$ cat src/rtl/riscv_irq_event_unit.sv
// rtl/riscv_irq_event_unit.sv - interrupt front-end: synchroniser, edge detect, pending/mask registers
// Feeds the exception controller's level irq_i vector from raw asynchronous sources.
module riscv_irq_event_unit #(
  parameter int          SYNC_STAGES = 2,
  parameter logic [31:0] RESET_MASK  = 32'h0
) (
  input  logic        clk,
  input  logic        rst_n,
  input  logic [31:0] irq_src_i,
  output logic [31:0] irq_o,
  input  logic        irq_ack_i,
  input  logic [4:0]  irq_id_i,
  input  logic        reg_req_i,
  input  logic        reg_we_i,
  input  logic [3:0]  reg_addr_i,
  input  logic [31:0] reg_wdata_i,
  output logic        reg_gnt_o,
  output logic        reg_rvalid_o,
  output logic [31:0] reg_rdata_o
);

  typedef enum logic {IDLE, RESP} state_t;

  logic [SYNC_STAGES-1:0][31:0] sync_q;
  logic [31:0] sync, prev_q, pending_q, mask_q, mode_q;
  logic [31:0] rise, sw_set, sw_clr, ack_match, edge_next, pending_d, read_mux;
  logic [1:0]  sel;
  logic        wr;
  logic        unused_addr;
  state_t      state_q;
  logic        rvalid_q;
  logic [31:0] rdata_q;

  assign sync        = sync_q[SYNC_STAGES-1];
  assign rise        = sync & ~prev_q;
  assign sel         = reg_addr_i[3:2];
  assign wr          = reg_req_i & reg_we_i;
  assign unused_addr = ^reg_addr_i[1:0];

  assign sw_set    = (wr && sel == 2'd1) ? reg_wdata_i : 32'h0;
  assign sw_clr    = (wr && sel == 2'd2) ? reg_wdata_i : 32'h0;
  assign ack_match = irq_ack_i ? (32'd1 << irq_id_i) : 32'h0;

  // Set terms are ORed in after the clear so a coincident edge is never lost.
  assign edge_next = rise | sw_set | (pending_q & ~(ack_match | sw_clr));
  assign pending_d = (mode_q & edge_next) | (~mode_q & sync);

  assign irq_o        = pending_q & mask_q;
  assign reg_gnt_o    = reg_req_i;
  assign reg_rvalid_o = rvalid_q;
  assign reg_rdata_o  = rdata_q;

  always_comb begin
    read_mux = 32'h0;
    case (sel)
      2'd0:    read_mux = mask_q;
      2'd1:    read_mux = pending_q;
      2'd2:    read_mux = 32'h0;
      default: read_mux = mode_q;
    endcase
  end

  always_ff @(posedge clk or negedge rst_n) begin
    if (!rst_n) begin
      sync_q    <= '0;
      prev_q    <= 32'h0;
      pending_q <= 32'h0;
      mask_q    <= RESET_MASK;
      mode_q    <= 32'h0;
    end else begin
      if (SYNC_STAGES > 1) begin
        for (int i = SYNC_STAGES - 1; i > 0; i--) begin
          sync_q[i] <= sync_q[i-1];
        end
      end
      sync_q[0] <= irq_src_i;
      prev_q    <= sync;
      pending_q <= pending_d;
      if (wr && sel == 2'd0) mask_q <= reg_wdata_i;
      if (wr && sel == 2'd3) mode_q <= reg_wdata_i;
    end
  end

  // Read data is captured at grant, before this cycle's writes or acks land.
  always_ff @(posedge clk or negedge rst_n) begin
    if (!rst_n) begin
      state_q  <= IDLE;
      rvalid_q <= 1'b0;
      rdata_q  <= 32'h0;
    end else begin
      case (state_q)
        IDLE: begin
          if (reg_req_i) begin
            state_q  <= RESP;
            rvalid_q <= 1'b1;
            rdata_q  <= reg_we_i ? 32'h0 : read_mux;
          end else begin
            rvalid_q <= 1'b0;
            rdata_q  <= 32'h0;
          end
        end
        RESP: begin
          if (reg_req_i) begin
            state_q  <= RESP;
            rvalid_q <= 1'b1;
            rdata_q  <= reg_we_i ? 32'h0 : read_mux;
          end else begin
            state_q  <= IDLE;
            rvalid_q <= 1'b0;
            rdata_q  <= 32'h0;
          end
        end
        default: begin
          state_q  <= IDLE;
          rvalid_q <= 1'b0;
          rdata_q  <= 32'h0;
        end
      endcase
    end
  end

endmodule

$ cat config.mk
export PLATFORM = sky130hd
export DESIGN_NAME = riscv_irq_event_unit
export DESIGN_NICKNAME = d
export VERILOG_FILES = /design/src/rtl/riscv_irq_event_unit.sv
export SDC_FILE = /design/constraint.sdc
export NUM_CORES = 1
export LEC_CHECK = 0
export BUFFER_PORTS_ARGS = -buffer_cell sky130_fd_sc_hd__buf_2
export CELL_PAD_IN_SITES_DETAIL_PLACEMENT = 0
export CELL_PAD_IN_SITES_GLOBAL_PLACEMENT = 2
export CORE_ASPECT_RATIO = 1.5
export CORE_MARGIN = 2
export CORE_UTILIZATION = 39
export CTS_CLUSTER_SIZE = 40
export DETAILED_ROUTE_END_ITERATION = 6
export PLACE_DENSITY_LB_ADDON = 0.05
export RECOVER_POWER = 50
export SETUP_SLACK_MARGIN = 0.1
export SLEW_MARGIN = 20
export SYNTH_ARGS = -nofsm -noshare
export SYNTH_HDL_FRONTEND = slang
export SYNTH_SLANG_ARGS = --single-unit
$ cat constraint.sdc
create_clock -name clk -period 1.19 [get_ports clk]
set_input_delay 0.238 -clock clk [delete_from_list [all_inputs] [get_ports clk]]
set_output_delay 0.238 -clock clk [all_outputs]
set_load 0.005 [all_outputs]
# Word-level counts from Yosys, hierarchy flattened
# Index checks and enable logic that the tools add are counted.
dict set report totals {
  wordCells 37
  out_inout_bits 66
  regBits 225
}
dict set report classes {
  n_eq_ne 3
  n_shift 1
  n_reduce_logical 5
  mux 7
  n_bitwise 13
}
# op count
set ops {}
lappend ops {{AND 32 bit} 5}
lappend ops {{two-way mux 32 bit} 5}
lappend ops {{OR 32 bit} 4}
lappend ops {{inverter 32 bit} 3}
lappend ops {{case mux 32 bit (3 select lines)} 1}
lappend ops {{<< shifter 1 x 5 -> 32 bit, first input constant} 1}
lappend ops {{equality test 2 bit, second input constant} 2}
lappend ops {{logical AND 1 bit} 4}
lappend ops {{equality test 2 x 1 -> 1 bit, second input constant} 1}
lappend ops {{logical NOT 2 bit} 1}
lappend ops {{AND 1 bit} 1}
lappend ops {{two-way mux 1 bit} 1}

# Longest topological paths before layout
# Gate-level depths: netlist of run 1.
dict set report logic_depth {
  ltp_word 9
  mapped_depth 6
  depth_no_buf 3
}

# Least setup slack after synthesis of run 1
# OpenSTA, ideal clock, no wires.
dict set report synth_path {
  path_kind {input to register}
  start {in reg_addr_i[2]}
  end {reg mask_q[10]}
  path_buffers 3
  t_arrival_ps 1264
  setup_time_ps 125
  path_stages 6
  slack_ps -200
  path_cell_list {buf_4 > nor2_4 > and3_1 > buf_4 > buf_6 > mux2_4}
}
dict set report synth_between {
  elab_chain_cells 2
}
# element line
set synth_lines {}
lappend synth_lines {{from (decl)} 15} ;# input logic [3:0] reg_addr_i,
lappend synth_lines {{logical NOT 2 bit} 79} ;# if (wr && sel == 2'd0) mask_q <= reg_wdata_i;
lappend synth_lines {{logical AND 1 bit} 79}
lappend synth_lines {{to (signal assigned)} 79}
lappend synth_lines {{to (decl)} 25} ;# logic [31:0] sync, prev_q, pending_q, mask_q, mode_q;
# Every way passes these cells.
# A chain may end at the register's enable or synchronous reset.

# Worst setup path after layout of run 1
dict set report layout_path {
  start {reg pending_q[18]}
  end {out irq_o[18]}
}
dict set report layout_between {
  elab_chain_cells 1
}
# element line
set layout_lines {}
lappend layout_lines {{from (decl)} 25}
lappend layout_lines {{from (signal assigned)} 78} ;# pending_q <= pending_d;
lappend layout_lines {{AND 32 bit} 48} ;# assign irq_o = pending_q & mask_q;
lappend layout_lines {{to (decl)} 10} ;# output logic [31:0] irq_o,
# Every way passes these cells.

==> reports/summary.txt, run 1 <==
Gr usage total: 0.2034
Final #Nets: 982
PnR worst setup slack: -231.3 ps
Row count: 66
FF-to-FF Start: pending_q[14]$_DFF_PN0_
GRT overflow: 0
Switching part of the total: 0.2500
Hold path depth: 2
Maximum number of pins on one net before global-route repair: 49
Number of max-cap violations: 0
Proportion of layout cells with a drive suffix above 1: 0.4542
Clock Skew: 5.622 ps
Post-Syn Area: 0.008698 mm2
Yosys reg bits: 225
Share of power burned in registers: 0.442
Wire per inst: 20.46 um
Total CTS buffers: 23
Drt pass-1 iters: 4
Highest-count cells in the layout ignoring fill and taps: dfrtp_1 (225), buf_2 (118), nand2_1 (96), mux2_4 (85), buf_4 (78)
Multi-input combinational cell area: 0.003282 mm2
WP data required: 950 ps
# H-tree levels: 1
Die width: 125.9 um
Cell Int Power: 15.70 mW
Final worst path period need: 1421 ps
Violation count after the first detailed-routing iteration: 299
Routed WL: 24.35 mm
Area Overhead vs Synth: 39.87%
FF/Latch Area: 0.005630 mm2
Placed Area: 0.01012 mm2
Clk buf depth: 3
Final hold vios: 0
Max-slew headroom: 0.3792
TritonCTS clock tree: built
Number of fill cells in the layout: 1855
Fin crit share: 1.194
Clk_lat worst skew: 500 ps
First-pass GRT wire length: 37.88 mm
Port buffer count: 141
Final Non-Filler Cells: 1190
Residual DRC: 0
F_max: 703.6 MHz
Hold path endpoint: mode_q[0]$_DFFE_PN0P_
Antenna violations before repair: 0
Routed Antenna Nets: 0
R2r worst-path depth: 5
Comb pwr share: 0.216
CP Capture Type: primary output
Crit Path Class: register to primary output
# clock sinks: 225
Synth cell types: 23
HP Class: input pin to register
Peak supply drop: 1.215 mV
Failing checks: negative setup slack
Setup Viol. Count Final: 66
Ys Warns: 0
Flop-to-flop setup slack: 0 ps
Via Count: 6191
Core area: 0.02180 mm2
Total chip power: 20.93 mW
Reg2reg end: reg_rdata_o[14]$_DFF_PN0_
Worst Tran Pin Value: 929.2 ps
Fin util: 0.5581
Number of global-route vias before repair: 6675
Root Buffer: clkbuf_16
Ant diodes: 0
Min-Delay Startpoint: reg_wdata_i[0]
Dpl hpwl: 15.41 mm
Synthesized Nets: 706
I/O pin cnt: 144
Power Dens Cells: 1720 mW/mm2
Most common cell after layout, fill and taps aside: dfrtp_1
CP max FO: 2
Syn Inst Count: 628
Share of the yosys chip area belonging to registers: 0.6473
Placed Cells: 1046
P_sw: 5.231 mW
Final instance area: 0.01217 mm2
Syn Area/Cell: 13.85 um2
Drt via density: 5.203
Initial Util: 0.3990
RSZ-0062 raised after global routing: true
Worst Path Arrival: 1180 ps
Worst-path clk slew: 60 ps
Die Ht: 186.9 um
Die area: 0.02354 mm2
Clock network power share: 0.343
Count of pins over their slew limit: 0
RePlAce Congestion: 0.7952
Leakage power: 5.899 nW
Status: finished with violations
Startpoint types: register
## cells in the mapped netlist (all sizes together)
cell,count,area [um2]
nor2b,2,12.51
and4,1,8.760
buf,24,168.9
nand4,1,6.260
and4b,5,50.05
a221o,32,320.3
dfrtp,225,5630
nor2,34,135.1
mux2,96,1194
and3,1,6.260
a32oi,32,280.3
nor4bb,3,30.03
nor4b,1,8.760
nand2,96,360.4
clkbuf,9,33.78
nand2b,1,6.260
and2,33,206.5
a22oi,32,240.2
## how the worst max path moves through the flow
stage / from / end
finish: pending_q[18]$_DFF_PN0_ / irq_o[18]
global route: mask_q[24]$_DFFE_PN0P_ / irq_o[24]
CTS: pending_q[17]$_DFF_PN0_ / irq_o[17]
detailed placement: irq_id_i[4] / pending_q[6]$_DFF_PN0_
global placement: irq_id_i[4] / pending_q[2]$_DFF_PN0_
floorplan: reg_addr_i[3] / mask_q[10]$_DFFE_PN0P_
## what timing repair did
item	in CTS	in global routing
setup endpoints to repair	67	96
gates resized for setup	39	67
buffers inserted	50	29
pin swaps	45	48
hold endpoints to repair	257	0
hold buffers	33	0
## final cells by class
cell class	count	share of cell area
clock buffers	33	0.05450
clock inverters	6	0.006582
well taps	272	0.02797
flip-flops and latches	225	0.4628
multi-input cells	370	0.2697
repair buffers	284	0.1784
## layer usage
metal	wire length [um]	GRT usage	up-vias
li1	-	-	2818
met1	10010	0.2687	3149
met2	12400	0.3484	183
met3	1418	0.03175	41
met4	515	0.05537	0
met5	0	0	-
## metrics by stage
step,setup TNS [ps],setup slack [ps],hold slack [ps]
2_1_floorplan,-5618,-160.8,-57.59
3_3_place_gp,-26600,-316.8,122.8
3_5_place_dp,-30060,-332.7,123.5
4_1_cts,-8693,-252.0,1.579
5_1_grt,-32500,-261.8,13.03
6_report,-7722,-231.3,12.68
## power groups by stage
stage                     Sequential [mW]  Clock [mW]  Combinational (mW)
after floorplan                      9.21           0                1.85
after global placement               9.37           0                2.87
after detailed placement             9.41           0                2.93
after CTS                            9.21        7.35                3.91
after global routing                 9.35        7.70                4.89
final                                9.24        7.17                4.52
## sequential cells by signal, indices dropped and copies added (netlist names)
| register | count |
|---|---|
| mask_q | 32 |
| mode_q | 32 |
| pending_q | 32 |
| prev_q | 32 |
| reg_rdata_o | 32 |
| reg_rvalid_o | 1 |
| sync | 32 |
| sync_q | 32 |
## critical path, cell delays in order (launching register included)
cell and delay (ps):
dfrtp_1 400, and2_4 180, buf_6 110
## cells by family (layout without fill, tap and decap cells)
kind of cell | after synthesis | count (layout) | synth area share
flip-flops | 225 | 225 | 0.6473
AND/OR/NAND/NOR | 178 | 178 | 0.09551
AO/OA/AOI/OAI | 96 | 96 | 0.09666
multiplexers | 96 | 96 | 0.1372
buffers and inverters | 33 | 323 | 0.02330
Note: power is estimated with default switching activity, not from simulation.
==> run 2: changes to the inputs <==
Settings changed: CORE_UTILIZATION 39 to 35.
Clock period 1.19 ns to 1.2 ns, I/O delays scaled along.
==> reports/summary.txt, run 2 (same netlist as run 1, synthesis figures left out) <==
Status: finished with violations
Failing checks: negative setup slack
Most common cell after layout, fill and taps aside: dfrtp_1
Power Dens Cells: 1696 mW/mm2
Total CTS buffers: 24
Gr usage total: 0.1985
Peak supply drop: 0.9920 mV
RSZ-0062 raised after global routing: true
Violation count after the first detailed-routing iteration: 285
Met2 Use GR: 0.3399
Die width: 132.7 um
Highest-count cells in the layout ignoring fill and taps: dfrtp_1 (225), buf_2 (121), nand2_1 (96), mux2_4 (87), buf_4 (87)
RePlAce Congestion: 0.7893
Clk buf depth: 3
Fin crit share: 1.192
GR Layer Usage met1: 0.2538
Busiest grt layer: met2
Wire per inst: 20.20 um
Final hold vios: 0
Clock Skew: 12.40 ps
Clk_lat worst skew: 520 ps
First-pass GRT wire length: 40.03 mm
Port buffer count: 141
Setup Viol. Count Final: 83
Count of pins over their slew limit: 0
Worst Path Arrival: 1190 ps
Worst-path clk slew: 60 ps
Total chip power: 21.35 mW
Drt via density: 5.010
WP data required: 960 ps
# H-tree levels: 1
PnR worst setup slack: -231.0 ps
Row count: 70
Max-slew headroom: 0.3767
Antenna violations before repair: 1
Number of global-route vias before repair: 6865
Number of max-cap violations: 0
Maximum number of pins on one net before global-route repair: 50
Proportion of layout cells with a drive suffix above 1: 0.4678
I/O pin cnt: 144
Worst Tran Pin Value: 934.9 ps
TritonCTS clock tree: built
Final #Nets: 1009
Initial Util: 0.3560
CP Capture Type: primary output
Core area: 0.02444 mm2
Startpoint types: register
GR Layer Usage met3: 0.03310
HP Class: input pin to register
Fin util: 0.5152
CP max FO: 3
Dpl hpwl: 16.28 mm
F_max: 698.8 MHz
Final worst path period need: 1431 ps
Routed Antenna Nets: 0
Via Count: 6373
Root Buffer: clkbuf_16
Drt pass-1 iters: 4
Die area: 0.02615 mm2
Die Ht: 197.1 um
# clock sinks: 225
Area Overhead vs Synth: 44.74%
Leakage power: 6.074 nW
Residual DRC: 0
GRT overflow: 0
Crit Path Class: register to primary output
Pre-CTS setup slack: -414.2 ps
Routed WL: 25.70 mm
Number of fill cells in the layout: 2144
run 2: cell types whose count changed in the layout (fill, tap and decap cells not counted), sizes merged:
cell / delta
buf: +16
diode: +1
dlygate4sd3: +12
inv: +1
bufinv: -1
clkinvlp: +1
run 2: power breakdown:
part           switching [mW]  total [mW]  internal [mW]
logic                    1.73        4.70           2.97
clock network            3.04        7.48           4.45
registers               0.660        9.16           8.50
run 2: per-layer routing:
layer / vias up / routed length (um)
met1: 3276 / 10870
met3: 50 / 1177
met2: 181 / 12790
li1: 2866 / -
met4: 0 / 867
met5: - / 0
run 2: worst paths after layout:
| kind | slack, ps | cells past startpoint | startpoint | to |
|---|---|---|---|---|
| max | -230 | 2 | pending_q[6]$_DFF_PN0_ | irq_o[6] |
| min | 20 | 2 | reg_wdata_i[8] | mask_q[8]$_DFFE_PN0P_ |
| max reg2reg | -90 | 5 | pending_q[9]$_DFF_PN0_ | reg_rdata_o[9]$_DFF_PN0_ |
| min reg2reg | 350 | 0 | sync_q[10]$_DFF_PN0_ | sync[10]$_DFF_PN0_ |
| max in group asynchronous | -10 | 3 | rst_n | mask_q[10]$_DFFE_PN0P_ |
| min in group asynchronous | 400 | 2 | rst_n | prev_q[29]$_DFF_PN0_ |
run 2: area by class of cell:
cell class | count | area, um2 | area share
repair buffers | 310 | 2446 | 0.1943
clock buffers | 35 | 733.2 | 0.05824
clock inverters | 7 | 70.07 | 0.005565
flip-flops and latches | 225 | 5630 | 0.4472
diodes | 1 | 2.502 | 0.0001988
well taps | 324 | 405.4 | 0.03220
multi-input cells | 370 | 3302 | 0.2623
run 2: worst max-delay path: stages (launching register included):
cell	delay [ps]
dfrtp_1	400
and2_1	150
buf_2	120
run 2: metrics by stage:
step / cells / hold WS (ps) / TNS, ps / instance area, um2
6_report: 1272 / 18.17 / -8199 / 12590
5_1_grt: 1272 / 0.9564 / -23080 / 12590
4_1_cts: 1247 / 1.227 / -9481 / 12120
3_5_place_dp: 1101 / 120.3 / -34090 / 10260
3_3_place_gp: 1101 / 123.6 / -32220 / 10260
2_1_floorplan: 628 / -55.59 / -5122 / 8871
run 2: repair_timing:
item                       CTS  global route
setup endpoints to repair   67            98
setup buffers               59            32
pin swaps                   40            52
hold buffers                45             0
hold endpoints to repair   272             0
gates resized for setup     40            71
